===== src/rtl/vga_rect_fill.sv =====
// Rectangle-fill engine: accepts one fill command, clips it to the active VGA resolution,
// then streams one pixel write per clock in raster order (x fastest).
module vga_rect_fill #(
  parameter int unsigned X_W      = 9,
  parameter int unsigned Y_W      = 8,
  parameter int unsigned COLOUR_W = 3
) (
  input  logic                CLOCK_50,
  input  logic                resetn,
  input  logic                vga_resolution_mode,
  input  logic                cmd_valid,
  output logic                cmd_ready,
  input  logic [X_W-1:0]      cmd_x0,
  input  logic [Y_W-1:0]      cmd_y0,
  input  logic [X_W-1:0]      cmd_w,
  input  logic [Y_W-1:0]      cmd_h,
  input  logic [COLOUR_W-1:0] cmd_colour,
  input  logic                abort,
  output logic [X_W-1:0]      x,
  output logic [Y_W-1:0]      y,
  output logic [COLOUR_W-1:0] colour,
  output logic                writeEn,
  output logic                busy,
  output logic                done,
  output logic [16:0]         pix_count
);

  localparam int unsigned XS_W  = X_W + 1;
  localparam int unsigned YS_W  = Y_W + 1;
  localparam int unsigned PIX_W = 17;

  typedef enum logic [1:0] {S_IDLE, S_CLIP, S_DRAW, S_DONE} state_t;

  state_t r_state;
  state_t w_state_nxt;

  // Latched command
  logic [X_W-1:0]      r_x0;
  logic [Y_W-1:0]      r_y0;
  logic [X_W-1:0]      r_w;
  logic [Y_W-1:0]      r_h;
  logic [COLOUR_W-1:0] r_col;
  logic                r_mode;
  logic [X_W-1:0]      r_x_end;
  logic [Y_W-1:0]      r_y_end;

  // Output registers
  logic [X_W-1:0]      r_x;
  logic [Y_W-1:0]      r_y;
  logic [COLOUR_W-1:0] r_colour;
  logic                r_we;
  logic                r_busy;
  logic                r_done;
  logic                r_ready;
  logic [PIX_W-1:0]    r_pix;

  logic [X_W-1:0]      w_x_d;
  logic [Y_W-1:0]      w_y_d;
  logic [COLOUR_W-1:0] w_colour_d;
  logic                w_we_d;
  logic                w_busy_d;
  logic                w_done_d;
  logic                w_ready_d;
  logic [PIX_W-1:0]    w_pix_d;

  // Clipping arithmetic, one bit wider than the coordinates so the sums cannot wrap
  logic [XS_W-1:0] w_xmax;
  logic [YS_W-1:0] w_ymax;
  logic [XS_W-1:0] w_x_sum;
  logic [YS_W-1:0] w_y_sum;
  logic [XS_W-1:0] w_x_lim;
  logic [YS_W-1:0] w_y_lim;
  logic [X_W-1:0]  w_x_end;
  logic [Y_W-1:0]  w_y_end;
  logic            w_empty;
  logic            w_last_col;
  logic            w_last;

  always_comb begin
    w_xmax     = r_mode ? XS_W'(320) : XS_W'(160);
    w_ymax     = r_mode ? YS_W'(240) : YS_W'(120);
    w_x_sum    = XS_W'(r_x0) + XS_W'(r_w);
    w_y_sum    = YS_W'(r_y0) + YS_W'(r_h);
    w_x_lim    = (w_x_sum < w_xmax) ? w_x_sum : w_xmax;
    w_y_lim    = (w_y_sum < w_ymax) ? w_y_sum : w_ymax;
    w_x_end    = X_W'(w_x_lim - XS_W'(1));
    w_y_end    = Y_W'(w_y_lim - YS_W'(1));
    w_empty    = (r_w == '0) || (r_h == '0) ||
                 (XS_W'(r_x0) >= w_xmax) || (YS_W'(r_y0) >= w_ymax);
    w_last_col = (r_x == r_x_end);
    w_last     = w_last_col && (r_y == r_y_end);
  end

  // State register
  always_ff @(posedge CLOCK_50) begin
    if (!resetn) r_state <= S_IDLE;
    else         r_state <= w_state_nxt;
  end

  // Next-state logic
  always_comb begin
    w_state_nxt = r_state;
    case (r_state)
      S_IDLE:  if (cmd_valid) w_state_nxt = S_CLIP;
      S_CLIP:  w_state_nxt = (abort || w_empty) ? S_DONE : S_DRAW;
      S_DRAW:  if (abort || w_last) w_state_nxt = S_DONE;
      S_DONE:  w_state_nxt = S_IDLE;
      default: w_state_nxt = S_IDLE;
    endcase
  end

  // Output logic: values the output registers take on entering the next state
  always_comb begin
    w_x_d      = r_x;
    w_y_d      = r_y;
    w_colour_d = r_colour;
    w_pix_d    = r_pix;
    w_we_d     = (w_state_nxt == S_DRAW);
    w_done_d   = (w_state_nxt == S_DONE);
    w_busy_d   = (w_state_nxt != S_IDLE);
    w_ready_d  = (w_state_nxt == S_IDLE);
    case (r_state)
      S_IDLE: if (cmd_valid) w_pix_d = '0;
      S_CLIP: begin
        if (w_state_nxt == S_DRAW) begin
          w_x_d      = r_x0;
          w_y_d      = r_y0;
          w_colour_d = r_col;
          w_pix_d    = PIX_W'(1);
        end
      end
      S_DRAW: begin
        if (w_state_nxt == S_DRAW) begin
          if (w_last_col) begin
            w_x_d = r_x0;
            w_y_d = r_y + Y_W'(1);
          end else begin
            w_x_d = r_x + X_W'(1);
          end
          w_pix_d = r_pix + PIX_W'(1);
        end
      end
      default: ;
    endcase
  end

  // Output registers
  always_ff @(posedge CLOCK_50) begin
    if (!resetn) begin
      r_x      <= '0;
      r_y      <= '0;
      r_colour <= '0;
      r_we     <= 1'b0;
      r_busy   <= 1'b0;
      r_done   <= 1'b0;
      r_ready  <= 1'b1;
      r_pix    <= '0;
    end else begin
      r_x      <= w_x_d;
      r_y      <= w_y_d;
      r_colour <= w_colour_d;
      r_we     <= w_we_d;
      r_busy   <= w_busy_d;
      r_done   <= w_done_d;
      r_ready  <= w_ready_d;
      r_pix    <= w_pix_d;
    end
  end

  // Command latch and clipped end points
  always_ff @(posedge CLOCK_50) begin
    if (!resetn) begin
      r_x0    <= '0;
      r_y0    <= '0;
      r_w     <= '0;
      r_h     <= '0;
      r_col   <= '0;
      r_mode  <= 1'b0;
      r_x_end <= '0;
      r_y_end <= '0;
    end else begin
      if (r_state == S_IDLE && cmd_valid) begin
        r_x0   <= cmd_x0;
        r_y0   <= cmd_y0;
        r_w    <= cmd_w;
        r_h    <= cmd_h;
        r_col  <= cmd_colour;
        r_mode <= vga_resolution_mode;
      end
      if (r_state == S_CLIP) begin
        r_x_end <= w_x_end;
        r_y_end <= w_y_end;
      end
    end
  end

  assign x         = r_x;
  assign y         = r_y;
  assign colour    = r_colour;
  assign writeEn   = r_we;
  assign busy      = r_busy;
  assign done      = r_done;
  assign cmd_ready = r_ready;
  assign pix_count = r_pix;

endmodule

===== config.mk =====
export PLATFORM = sky130hd
export DESIGN_NAME = vga_rect_fill
export DESIGN_NICKNAME = d
export VERILOG_FILES = /design/src/rtl/vga_rect_fill.sv
export SDC_FILE = /design/constraint.sdc
export NUM_CORES = 1
export LEC_CHECK = 0
export CORE_UTILIZATION = 56
export DETAILED_ROUTE_END_ITERATION = 12
export GPL_TIMING_DRIVEN = 0
export PLACE_DENSITY = 0.81
export SYNTH_ARGS = -nofsm -noshare
export SYNTH_HDL_FRONTEND = slang
export SYNTH_SLANG_ARGS = --single-unit

===== constraint.sdc =====
create_clock -name CLOCK_50 -period 4.8 [get_ports CLOCK_50]
set_clock_uncertainty 0.2 [all_clocks]
set_input_delay 1.44 -clock CLOCK_50 [delete_from_list [all_inputs] [get_ports CLOCK_50]]
set_output_delay 1.44 -clock CLOCK_50 [all_outputs]
set_load 0.02 [all_outputs]

-- Word level (Yosys, flattened, before mapping)
Index checks and enable logic that the tools add are counted.
Widths: inputs -> output; s select.
- bits in registers: 98
- input bits: 42
- $add $sub $neg: 7
- $lt $le $gt $ge: 4
- reductions and logical operators: 18
- mux-type cells: 20
- equality and inequality tests: 11
- operators by type and width (cell ; number):
    $mux 17 ; 3
    $pmux 17 s3 ; 1
    $mux 9 ; 5
    $mux 8 ; 5
    $pmux 9 s2 ; 1
    $add 17x1->17 const B ; 1
    $pmux 8 s2 ; 1
    $add 9x9->10 ; 1
    $lt 10x9->1 ; 1
    $add 8x8->9 ; 1
    $add 9x1->9 const B ; 1
    $eq 9x9->1 ; 1
    $ge 9x9->1 ; 1
    $logic_not 9->1 ; 1
    $lt 9x8->1 ; 1
    $sub 9x1->9 const B ; 1
    $add 8x1->8 const B ; 1
    $eq 2x2->1 const B ; 4
    $eq 8x8->1 ; 1
    $ge 8x8->1 ; 1
    $logic_not 8->1 ; 1
    $ne 2x2->1 const B ; 4
    $pmux 2 s4 ; 1
    $reduce_and 4->1 ; 2
    other kinds (11) ; 19

-- Logic depth before layout (Yosys ltp)
Gate-level depths: netlist of the first run.
- depth in word-level cells: 10
- mapped depth: 23
- gate-level depth less buffers: 22

-- Least setup slack after synthesis of the first run
OpenSTA, ideal clock, no wires.
- path type: reg2reg
- start point: register r_x0[1]
- end point: register r_x_end[8]
- arrival: 3960 ps
- clock period less this slack: 4275 ps
- setup time: 116 ps
- path slack: 525 ps
- data required time: 4484 ps
- cell stages (with the launch flop): 21
- path through: dfxtp_1 -> ha_1 -> a211oi_1 -> o21ai_1 -> a21o_1 -> a211o_1 -> and2_1 -> ha_1 -> a21oi_1 -> o221ai_1 -> a41o_1 -> nor2_1 -> buf_2 -> nand2_1 -> ha_1 -> nand2_1 -> a21o_1 -> a211o_1 -> a221oi_1 -> xnor3_1 -> a31o_1
- cells in the longest elaborated chain, start to end: 4
- ends and longest elaborated chain (what ; line ; RTL):
    from (decl) ; 38 ; logic [X_W-1:0] r_x0;
    from (signal assigned) ; 183 ; r_x0 <= cmd_x0;
    $add 9x9->10 (*) ; 82 ; w_x_sum = XS_W'(r_x0) + XS_W'(r_w);
    $lt 10x9->1 ; 84 ; w_x_lim = (w_x_sum < w_xmax) ? w_x_sum : w_xmax;
    $mux 9 (*) ; 84 ;
    $sub 9x1->9 (*) ; 86 ; w_x_end = X_W'(w_x_lim - XS_W'(1));
    to (signal assigned) ; 191 ; r_x_end <= w_x_end;
    to (decl) ; 44 ; logic [X_W-1:0] r_x_end;
Every way passes the cells marked *; elsewhere a longest branch is shown, timed or not.
A chain may end at the register's enable or synchronous reset.

-- Worst setup path in the final report of the first run
Ends and elaborated chain as after synthesis.

==> results of run 1 <==
cells in the mapped netlist, types with 11 or more instances:
library cell  count  area, µm²
a21oi_1          73        365
o21ai_0          28        140
o22ai_1          11       68.8
clkbuf_1         26       97.6
nand3_1          33        165
ha_1             37        463
o31ai_1          14        105
dfxtp_1          98       1960
nor2_1           38        143
a21o_1           11       82.6
inv_1            21       78.8
nand2_1         125        469
xnor2_1          20        175
metal layers:
| layer | GRT usage | up-vias | routed length (µm) |
|---|---|---|---|
| met4 | 0.125 | 0 | 486 |
| met1 | 0.415 | 2825 | 7310 |
| met2 | 0.503 | 303 | 7860 |
| met5 | 0 | - | 0 |
| li1 | - | 2920 | - |
| met3 | 0.0340 | 48 | 1320 |
cell usage in the layout, fill, tap and decap left out, drive strengths merged, types with 11 or more instances in the layout:
cell           Yosys  routed
buf                9      12
a21o              11      11
ha                37      37
inv               22      22
nor2              38      38
dfxtp             98      98
clkbuf            26      36
o21ai             32      32
a21oi             74      74
and2              11      11
xnor2             20      20
o22ai             11      11
nand3             33      33
o31ai             14      14
clkdlybuf4s50      0      82
nand2            125     125
cell type report:
cell class | instances | area share
tap | 136 | 0.0235
sequential | 98 | 0.272
buffer | 35 | 0.0205
timing repair buffer | 85 | 0.116
inverter | 24 | 0.0124
clock buffer | 10 | 0.0176
multi-input combinational | 590 | 0.528
clock inverter | 6 | 0.00932
path summary, 6_finish.rpt:
check | start | end
setup / recovery | r_x0[1]$_SDFFE_PN0P_ | r_x_end[8]$_SDFFE_PN0P_
hold / removal | r_col[0]$_SDFFE_PN0P_ | r_col[0]$_SDFFE_PN0P_
setup reg to reg | r_x0[1]$_SDFFE_PN0P_ | r_x_end[8]$_SDFFE_PN0P_
hold reg to reg | r_col[0]$_SDFFE_PN0P_ | r_col[0]$_SDFFE_PN0P_
report_power, final:
part / internal, mW / total [mW] / switching (mW)
combinational: 0.815 / 2.03 / 1.21
sequential: 0.982 / 1.16 / 0.181
clock: 0.242 / 0.542 / 0.300
stage by stage:
step | instances | cell area (µm²) | TNS, ns
2_1_floorplan | 747 | 5990 | 0
3_3_place_gp | 965 | 6980 | -0.0457
3_5_place_dp | 965 | 6980 | -0.117
4_1_cts | 981 | 7190 | 0
5_1_grt | 984 | 7250 | -0.0198
6_report | 984 | 7250 | 0
registers in the layout, summed over array words and instances (netlist names), 2 cells and up:
signal,flops
pix_count,17
y,8
r_col,3
r_y_end,8
colour,3
r_y0,8
r_h,8
r_w,9
x,9
r_x0,9
r_x_end,9
r_state,2
worst max-delay path, stage by stage (launching register included):
cell and delay [ns]:
dfxtp_4 0.39, ha_1 0.32, a211oi_2 0.28, o21ai_2 0.11
a21o_1 0.18, a211o_1 0.31, and2_1 0.20, ha_1 0.30
a21oi_1 0.07, o221ai_1 0.17, a41o_1 0.15, nor2_1 0.07
buf_4 0.18, nand2_2 0.09, ha_4 0.15, nand2_1 0.05
a21o_1 0.18, a211o_1 0.25, a221oi_2 0.21, xnor3_1 0.29
a31o_1 0.23
cells by family after synthesis:
kind of cell | share of synthesized area
XOR/XNOR | 0.0418
AO/OA/AOI/OAI | 0.252
AND/OR/NAND/NOR | 0.233
adder cells (fa/ha/maj) | 0.0840
multiplexers | 0.0230
flip-flops | 0.327
buffers and inverters | 0.0395
timing repair:
action | CTS | global route
setup buffers | 0 | 3
gates resized for setup | 4 | 13
hold buffers | 0 | 0
setup endpoints to repair | 1 | 2
pin swaps | 1 | 3
==> impl_metrics.tcl, run 1 <==
set metrics [dict create \
    initial_core_util 0.578 \
    drt_pass1_iterations 8 \
    die_y_um 105 \
    setup-violations-final 0 \
    cts_max_path_buffers 2 \
    final_max_slew_viol_count 0 \
    synth.yosys.seq_area_share 0.327 \
    antenna_cells 0 \
    cp_data_arrival_time_ns 4.59 \
    fin_nets 924 \
    grt_pass1_vias 5641 \
    finalPower_mw 3.73 \
    relSlewSlack 0.531 \
    min_period_ns 4.52 \
    num_io_pins 83 \
    worstPathRequired_ns 4.87 \
    start_kind "flop" \
    synth_seq_cells 98 \
    syn-num-nets 828 \
    clockRootBuffer "clkbuf_8" \
    die_w_um 105 \
    critical_path_class "flop to flop" \
    min_path_type "flop to flop" \
    drv_cap 0 \
    drc_errors 0 \
    clock_latency_ns 0.38 \
    multi_input_area_mm2 0.00383 \
    clk_pin_slew_ns 0.10 \
    layout-drive-gt1-share 0.0719 \
    io_buffers 82 \
    tritoncts "yes" \
    antenna_found_initial 0 \
    worstPathMaxFanout 10 \
    worst_hold_slack_ns 0.266 \
    grt-ovfl-total 0 \
    postRouteAntennaNets 0 \
    preCtsSetupSlack_ns -0.117 \
    drt-initial-drc-count 563 \
    grt_pass1_wl_um 27500 \
    syn-cell-area_mm2 0.00599 \
    worst_slew_pin_slew_ns 0.696 \
    vdd_drop_max_v 0.000236 \
    synthCells 747 \
    final_util 0.699 \
    synth_edf_count 0 \
    p_leak_nw 2.82 \
    endpoint_kind "flop" \
    power_density_mw_per_mm2 515 \
    grt_usage 0.308 \
    r2r_cells 20 \
    min_path_cells 2 \
    cts.sinks 98 \
    area_growth_syn_to_layout_pct 20.9 \
    dieArea_mm2 0.0111 \
    h-tree-depth 3 \
    numCtsBuffers 9 \
    ys_async_sr_fraction 0 \
    synth-main-ff-cell "dfxtp_1" \
    nFillCells 879 \
    row_count 37 \
    rrSetupSlack_ns 0.28 \
    dp_hpwl_um 12900 \
    grt_start_max_net_pins 17 \
    place_congestion 0.920 \
    setup_ws_ns 0.275 \
    wirelength_um 17000 \
    hold_viol_final 0 \
    fp.coreArea_mm2 0.0104 \
    post-route-period-util 0.943 \
    vias 6096 \
    yosys_warnings 0 \
    fmax_ghz 0.221 \
    seq_area_mm2 0.00197 \
    routedWlPerCell_um 17.2 \
    status "completed" \
    synth.avg_cell_area_um2 8.02 \
    ys_types 80 \
    routed_via_density 6.20 \
]
Note: power is estimated with default switching activity, not from simulation.
==> inputs of run 2 (changes only) <==
CORE_UTILIZATION = 60   (was 56)
PLACE_DENSITY = 0.86   (was 0.81)
clock period = 5.8 ns   (was 4.8 ns; I/O delays follow)
==> run 2 against run 1 <==
The flow now finishes with violations (design-rule violations). Critical path depth did not move. Routed wire length is 4.7% higher. Via count increased by 0.92%. Global-route usage grew 4.2 points. Critical path type unchanged.
==> impl_metrics.tcl, run 2 (synthesis results as in run 1) <==
set metrics [dict create \
    status "complete, but fails checks" \
    postRouteAntennaNets 0 \
    num_io_pins 83 \
    dieArea_mm2 0.0104 \
    intPower_mw 1.71 \
    final_max_slew_viol_count 0 \
    fmax_ghz 0.199 \
    power_frac_comb 0.533 \
    nFillCells 825 \
    vias 6152 \
    r2r_cells 20 \
    p_switching_mw 1.43 \
    worstPathRequired_ns 5.88 \
    tritoncts "yes" \
    grt_start_max_net_pins 16 \
    grt-ovfl-total 0 \
    largest_reg_flops 17 \
    post-route-period-util 0.864 \
    drv_cap 0 \
    p_leak_nw 2.82 \
    clock_latency_ns 0.38 \
    worstPathMaxFanout 10 \
    cp_common_cell "ha_1" \
    h-tree-depth 3 \
    seq_area_mm2 0.00196 \
    cts_max_path_buffers 2 \
    routed_via_density 6.29 \
    area_growth_syn_to_layout_pct 20.2 \
    initial_core_util 0.616 \
    routedWlPerCell_um 18.2 \
    antenna_cells 0 \
    p_seq_frac 0.307 \
    clockRootBuffer "clkbuf_8" \
    worst_hold_slack_ns 0.269 \
    dp_hpwl_um 13600 \
    relSlewSlack 0.506 \
    finalPower_mw 3.14 \
    post_cts_buffers 0 \
    endpoint_kind "flop" \
    drt_pass1_iterations 9 \
    numCtsBuffers 9 \
    grt_pass1_vias 5763 \
    start_kind "flop" \
    row_count 36 \
    grt_usage 0.351 \
    rsz0062_at_grt "false" \
    grt_util_met1 0.441 \
    hold_viol_final 0 \
    final_common_cell "nand2_1" \
    setup-tns-final_ns 0 \
    drt-initial-drc-count 326 \
    die_w_um 102 \
    use_met3 0.0499 \
    clk_pin_slew_ns 0.09 \
    cpPeakStageDelay_ns 0.48 \
    die_y_um 102 \
    wirelength_um 17800 \
    cts.sinks 98 \
    min_path_type "flop to flop" \
    violations "design-rule violations" \
    antenna_found_initial 0 \
    worst_slew_pin_slew_ns 0.741 \
    place_congestion 0.958 \
    fin_nets 921 \
    cp_data_arrival_time_ns 5.09 \
    min_period_ns 5.01 \
    ctsHoldBuffers 0 \
    power_density_mw_per_mm2 435 \
    grtUsageMet2 0.578 \
    path_cells "ha_1, a211oi_1, o21ai_1, a21o_1, a211o_1, and2_1, ha_1, a21oi_1, o221ai_1, a41o_1, nor2_1, buf_2, nand2_1, ha_1, nand2_1, a21o_1, a211o_1, a221oi_1, xnor3_1, a31o_1" \
    setup-violations-final 0 \
    vdd_drop_max_v 0.000212 \
    cts_resized 0 \
    drc_errors 1 \
    min_path_cells 2 \
    io_buffers 82 \
    pwr-share-clk 0.159 \
    layout-drive-gt1-share 0.0580 \
    fp.coreArea_mm2 0.00973 \
    grt_busiest_layer "met2" \
    critical_path_class "flop to flop" \
    mostFrequentLayoutCells "125 x nand2_1, 98 x dfxtp_1, 82 x clkdlybuf4s50_1" \
    multi_input_area_mm2 0.00379 \
    cp_slowest_cell "dfxtp_1" \
    grt_pass1_wl_um 28000 \
    netSwitchingFraction 0.455 \
]
==> run 2: critical path, delay by kind of cell (launching register included) <==
family | cells | cell delay [ns]
AOI/OAI and AO/OA | 11 | 2.48
buffers and inverters | 1 | 0.19
and+or+nand+nor | 4 | 0.44
DFF | 1 | 0.48
adders and majority gates | 3 | 0.82
xor gates and xnor gates | 1 | 0.29
==> run 2: routing by layer <==
layer | up-vias | share of wire
li1 | 2918 | -
met1 | 2896 | 0.42
met2 | 284 | 0.46
met3 | 54 | 0.072
met4 | 0 | 0.043
met5 | - | 0
==> run 2: final cells by class <==
| class | instances | area share |
|---|---|---|
| multi-input cells | 590 | 0.527 |
| flip-flops and latches | 98 | 0.272 |
| repair buffers | 82 | 0.114 |
| clock buffers | 13 | 0.0248 |
| well taps | 133 | 0.0231 |
| plain buffers | 35 | 0.0203 |
| inverters | 24 | 0.0125 |
| clock inverters | 3 | 0.00608 |
==> run 2: worst paths after layout <==
check | endpoint | startpoint | slack [ns]
worst max-delay path | r_x_end[8]$_SDFFE_PN0P_ | r_x0[1]$_SDFFE_PN0P_ | 0.79
worst min-delay path | r_col[2]$_SDFFE_PN0P_ | r_col[2]$_SDFFE_PN0P_ | 0.27
worst max register to register | r_x_end[8]$_SDFFE_PN0P_ | r_x0[1]$_SDFFE_PN0P_ | 0.79
worst min register to register | r_col[2]$_SDFFE_PN0P_ | r_col[2]$_SDFFE_PN0P_ | 0.27
==> run 2: metrics by stage <==
stage / worst slack (ns) / utilization / instances / area (µm²)
after global placement: 1.07 / 0.717 / 962 / 6980
after floorplan: 1.52 / - / 747 / 5990
after global routing: 0.593 / 0.740 / 978 / 7200
after detailed placement: 0.938 / 0.717 / 962 / 6980
final: 0.787 / 0.740 / 978 / 7200
after CTS: 0.910 / 0.740 / 978 / 7200
==> run 2: power groups by stage <==
stage / clock (mW) / combinational [mW] / sequential, mW
6_report: 0.500 / 1.67 / 0.963
5_1_grt: 0.526 / 1.81 / 0.976
4_1_cts: 0.496 / 1.64 / 0.957
3_5_place_dp: 0 / 1.62 / 0.974
3_3_place_gp: 0 / 1.57 / 0.967
2_1_floorplan: 0 / 1.16 / 0.961
